$ cat src/rtl/pipeline_ctrl.sv
// Central sequencer for the 5-stage pipeline: start gating, load-use stalls, branch flushes,
// EX operand forwarding and halt draining. Define PIPE_PERF_EN to build the stall/flush counters.
module pipeline_ctrl #(
    parameter int          NSTG         = 6,
    parameter int          DRAIN_CYCLES = 4,
    parameter logic [31:0] HALT_INST    = 32'h00000073
) (
    input  logic            clk,
    input  logic            reset,
    input  logic            go,
    input  logic [31:0]     id_inst,
    input  logic            id_rs1_re,
    input  logic [4:0]      id_rs1_addr,
    input  logic            id_rs2_re,
    input  logic [4:0]      id_rs2_addr,
    input  logic            ex_rd_we,
    input  logic [4:0]      ex_rd_addr,
    input  logic            ex_is_load,
    input  logic            mem_rd_we,
    input  logic [4:0]      mem_rd_addr,
    input  logic            br,
    output logic            br_take,
    output logic [NSTG-1:0] do_stall,
    output logic            flush_if_id,
    output logic            flush_id_ex,
    output logic [1:0]      fwd_a,
    output logic [1:0]      fwd_b,
    output logic            running,
    output logic            halt,
    output logic [15:0]     stall_cnt,
    output logic [15:0]     flush_cnt,
    output logic [1:0]      state_dbg
);

    typedef enum logic [1:0] {
        IDLE   = 2'd0,
        RUN    = 2'd1,
        DRAIN  = 2'd2,
        HALTED = 2'd3
    } state_t;

    localparam int CW = (DRAIN_CYCLES > 1) ? $clog2(DRAIN_CYCLES) : 1;
    localparam logic [CW-1:0] DRAIN_LAST = CW'(DRAIN_CYCLES - 1);
    localparam logic [NSTG-1:0] STALL_FRONT = NSTG'(7);

    state_t        state;
    logic [CW-1:0] drain_cnt;
    logic          lu;

    assign lu = ex_is_load && ex_rd_we && (ex_rd_addr != 5'd0) &&
                ((id_rs1_re && (id_rs1_addr == ex_rd_addr)) ||
                 (id_rs2_re && (id_rs2_addr == ex_rd_addr)));

    always_ff @(posedge clk) begin
        if (reset) begin
            state     <= IDLE;
            drain_cnt <= '0;
        end else begin
            case (state)
                IDLE: if (go) state <= RUN;
                RUN: begin
                    if ((id_inst == HALT_INST) && !lu) begin
                        state     <= DRAIN;
                        drain_cnt <= '0;
                    end
                end
                DRAIN: begin
                    if (drain_cnt == DRAIN_LAST) state <= HALTED;
                    else drain_cnt <= drain_cnt + 1'b1;
                end
                default: state <= HALTED;
            endcase
        end
    end

    assign running   = (state == RUN);
    assign halt      = (state == HALTED);
    assign state_dbg = state;

    // Load-use takes precedence over a branch; the branch is re-resolved once data forwards.
    always_comb begin
        br_take     = 1'b0;
        flush_if_id = 1'b0;
        flush_id_ex = 1'b0;
        do_stall    = '1;
        case (state)
            RUN: begin
                if (lu) begin
                    do_stall    = STALL_FRONT;
                    flush_id_ex = 1'b1;
                end else if (br) begin
                    br_take     = 1'b1;
                    flush_if_id = 1'b1;
                    do_stall    = '0;
                end else begin
                    do_stall    = '0;
                end
            end
            DRAIN: begin
                do_stall    = STALL_FRONT;
                flush_id_ex = 1'b1;
            end
            default: ;
        endcase
    end

    // A load in EX has no result yet, so only non-load EX writers forward.
    function automatic logic [1:0] fwd_sel(input logic re, input logic [4:0] rs,
                                           input logic ex_we, input logic [4:0] ex_rd,
                                           input logic ex_ld, input logic mem_we,
                                           input logic [4:0] mem_rd);
        if (!re || rs == 5'd0)                return 2'b00;
        if (ex_we && !ex_ld && ex_rd == rs)   return 2'b01;
        if (mem_we && mem_rd == rs)           return 2'b10;
        return 2'b00;
    endfunction

    assign fwd_a = fwd_sel(id_rs1_re, id_rs1_addr, ex_rd_we, ex_rd_addr, ex_is_load,
                           mem_rd_we, mem_rd_addr);
    assign fwd_b = fwd_sel(id_rs2_re, id_rs2_addr, ex_rd_we, ex_rd_addr, ex_is_load,
                           mem_rd_we, mem_rd_addr);

`ifdef PIPE_PERF_EN
    always_ff @(posedge clk) begin
        if (reset) begin
            stall_cnt <= '0;
            flush_cnt <= '0;
        end else begin
            if (running && lu && stall_cnt != 16'hFFFF) stall_cnt <= stall_cnt + 16'd1;
            if (br_take && flush_cnt != 16'hFFFF)       flush_cnt <= flush_cnt + 16'd1;
        end
    end
`else
    assign stall_cnt = 16'h0;
    assign flush_cnt = 16'h0;
`endif

endmodule

$ cat config.mk
export PLATFORM = sky130hd
export DESIGN_NAME = pipeline_ctrl
export DESIGN_NICKNAME = d
export VERILOG_FILES = /design/src/rtl/pipeline_ctrl.sv
export SDC_FILE = /design/constraint.sdc
export NUM_CORES = 1
export LEC_CHECK = 0
export ABC_AREA = 1
export CAP_MARGIN = 30
export CORE_UTILIZATION = 33
export DETAILED_ROUTE_END_ITERATION = 7
export PLACE_DENSITY = 0.88
export SLEW_MARGIN = 20
export SYNTH_ARGS = -nofsm -noshare
export SYNTH_HDL_FRONTEND = slang
export SYNTH_SLANG_ARGS = --single-unit
export TNS_END_PERCENT = 30
$ cat constraint.sdc
create_clock -name clk -period 2.36 [get_ports clk]
set_clock_uncertainty 0.2 [all_clocks]
set_input_delay 0.354 -clock clk [delete_from_list [all_inputs] [get_ports clk]]
set_output_delay 0.354 -clock clk [all_outputs]
set_load 0.05 [all_outputs]
==> impl_results.md <==
* Ys Warns at 0
* Clock transition at the registers of the reported paths at 0.03 ns
* First-pass GRT wire length at approximately 5400 um
* Worst Setup End Kind: primary output
* Total number of vias at 1425
* Initial drt markers at 21
* Slowest-stage cell, CP: clkdlybuf4s50_1
* Critical Path RT at between 1.5 and 2 ns
* Number of global-route vias before repair at ~1400
* VDD IR max at 512.6 uV
* Fin crit period at roughly 2.3 ns
* Top cell type's share of synthesized area at 24.56%
* Type of the worst setup path: primary input to primary output
* Largest family of logic cells by synthesized area: simple AND/OR/NAND/NOR gates
* Max Freq at 439.2 MHz
* Post-synthesis cell type count at 26
* Slew Viols, Final at 0
* Worst Path Arrival at 1.72 ns
* Post-synthesis adder-cell area fraction at slightly below 8%
* Overall Power at 1.890 mW
* Cells after synthesis at 193
* Placeable core area at 0.003153 mm2
* CTS sink cnt at 4
* Tcrit/Tclk final at between 90% and 100%
* Setup Total Neg Slack at 0 ns
* Chip Width at 60.55 um
* Ant diodes at 0
* Cts bufs inserted at 3
* Worst Setup Start Kind: primary input
* Clock latency on the worst-skew pair at 0.23 ns
* Initial core utilization at 35.87%
* Hold Slack at 0.3147 ns
* # port buffers at 77
* Initial antenna violation count at 0
* Post-synth top area cell: buf_4
* DRT Pass-1 Iters at 4
* Worst-path fanout max at 3
* Post-route ant nets at 0
* HPWL Detailed at 3163 um
* Status: complete, no violations
* Most common cell after layout, fill and taps aside: clkdlybuf4s50_1
* # fillers at 266
* Post-synthesis mux area share at 0%
* PD cells at 875.1 mW/mm2
* Drt drc at 0
* Final Hold Fails at 0
* WL/cell at roughly 11 um
* Critical path, cell by cell: clkdlybuf4s50_1 -> xor2_1 -> nor3_1 -> nand3_1 -> nor3_2 -> buf_4 -> buf_12
* GRT Util Overall at 19.66%
* Post-CTS Setup Bufs at 0
* Final setup fails at 0
* Grt total ovfl at 0
* Die ar. at around 0.0037 mm2
* RSZ-0062 raised after global routing: no
* CTS HTree Levels at 1
* Synth Area in Simple Gates at roughly two fifths
* Worst path max stage delay at between 0.4 and 0.5 ns
* Synth Area in XOR/XNOR at 6.195%
* Total routed wirelength at 3756 um
* FF+latch count, synth at 4
* R2R depth at 10
* Top cells by area, synth: buf_4 (25%), nand2_1 (14%), nor2_1 (8.6%), inv_1 (8.0%), ha_1 (7.7%)
* GP Congestion at 0.8942
* CTS tree: done
* Clock Path Buffers at 2
* Max cap viols at 0
* Vias per inst at roughly 4.3
* Layout cells sized above 1 at 21.75%
* Synthesized cell area at 0.001131 mm2
* Layout Utilization at 68.49%
* Layout Nets at 355
* Root buffer cell: clkbuf_4
* Hold depth at 4
* Num rows at 20
* Largest net degree at the start of global routing at 6
* Hold crit path type: flop to flop
* Area delta synth->final at 90.93%
* Die height at about 61 um
* Top Ports at 110
* Sequential-to-total area share from yosys stat at 7.080%
* Mean Syn Cell Area at 5.861 um2
* Compound-Gate Fraction of Synth Area at 4.978%
* Most frequent cells in the layout: clkdlybuf4s50_1 (45), nand2_1 (42), conb_1 (32)
* Static Leak at 1.096 nW
[critical path, delay by kind of cell]
kind / cells / cell delay (ns)
xor gates and xnor gates: 1 / 0.17
buffers and inverters: 3 / 0.73
and+or+nand+nor: 3 / 0.46
[through the flow]
stage / cells / setup slack, ns / instance area (um2)
after floorplan: 224 / -0.4167 / 1265
after detailed placement: 326 / -0.1429 / 2076
after global routing: 329 / 0.001958 / 2160
after global placement: 326 / -0.1069 / 2076
after CTS: 329 / 0.001811 / 2146
final: 329 / 0.08320 / 2160
[repair_timing]
action	CTS	global route
pin swaps	9	8
hold buffers	0	0
endpoints found under the hold margin	0	0
resized for setup	27	8
endpoints found under the setup margin	10	9
[cells in the mapped netlist]
cell type  instances
a21oi_1            3
buf_4             37
clkinv_1           1
conb_1             1
dfxtp_1            4
ha_1               7
inv_1             24
inv_2              4
nand2_1           42
nand2_2            1
nand3_1            6
nand3_2            2
nand3_4            1
nand4_1            9
nor2_1            26
nor2_2             1
nor3_1             6
nor4_1             3
o2111ai_1          1
o211ai_1           1
o21ai_0            2
o22ai_1            1
o41ai_1            1
or2_1              1
xnor2_1            5
xor2_1             3
[final timing paths]
kind                        startpoint                        end  slack [ns]
max                     mem_rd_addr[3]                   fwd_b[1]        0.08
min          drain_cnt[1]$_SDFFE_PP0P_  drain_cnt[1]$_SDFFE_PP0P_        0.31
max reg2reg  state_dbg[0]$_SDFFE_PP0P_  state_dbg[1]$_SDFFE_PP0P_        0.62
min reg2reg  drain_cnt[1]$_SDFFE_PP0P_  drain_cnt[1]$_SDFFE_PP0P_        0.31
[state kept, by name, summed over array words and instances (netlist names)]
name	cells
drain_cnt	2
state_dbg	2
[area by class of cell]
type | instances | area [um2] | share of cell area (%)
Multi-Input combinational cell | 154 | 860.8 | 39.86
Sequential cell | 4 | 82.58 | 3.824
Timing Repair Buffer | 95 | 1030 | 47.68
Tap cell | 44 | 55.05 | 2.549
Inverter | 29 | 108.9 | 5.041
Clock buffer | 3 | 22.52 | 1.043
[cell families (layout without fill, tap and decap cells)]
group                      count (synthesis)  count (layout)
and+or+nand+nor                           98              98
buffers and inverters                     66             127
AOI/OAI and AO/OA                          9               9
xor gates and xnor gates                   8               8
adders and majority gates                  7               7
DFF                                        4               4
other                                      1              32
[where the power goes]
part	internal, mW	switching, mW	leakage [nW]
clock	0.0568	0.0267	0.0138
combinational	0.675	1.00	1.05
sequential	0.102	0.0295	0.0336
[layer usage]
metal / part of all wire (%) / routed length (um) / GRT usage, %
met3: 10 / 388 / 4.691
met2: 53 / 2006 / 41.60
met4: 2.2 / 84 / 5.519
met1: 34 / 1276 / 18.10
met5: 0 / 0 / 0
Power figures use the tool's default switching activity.
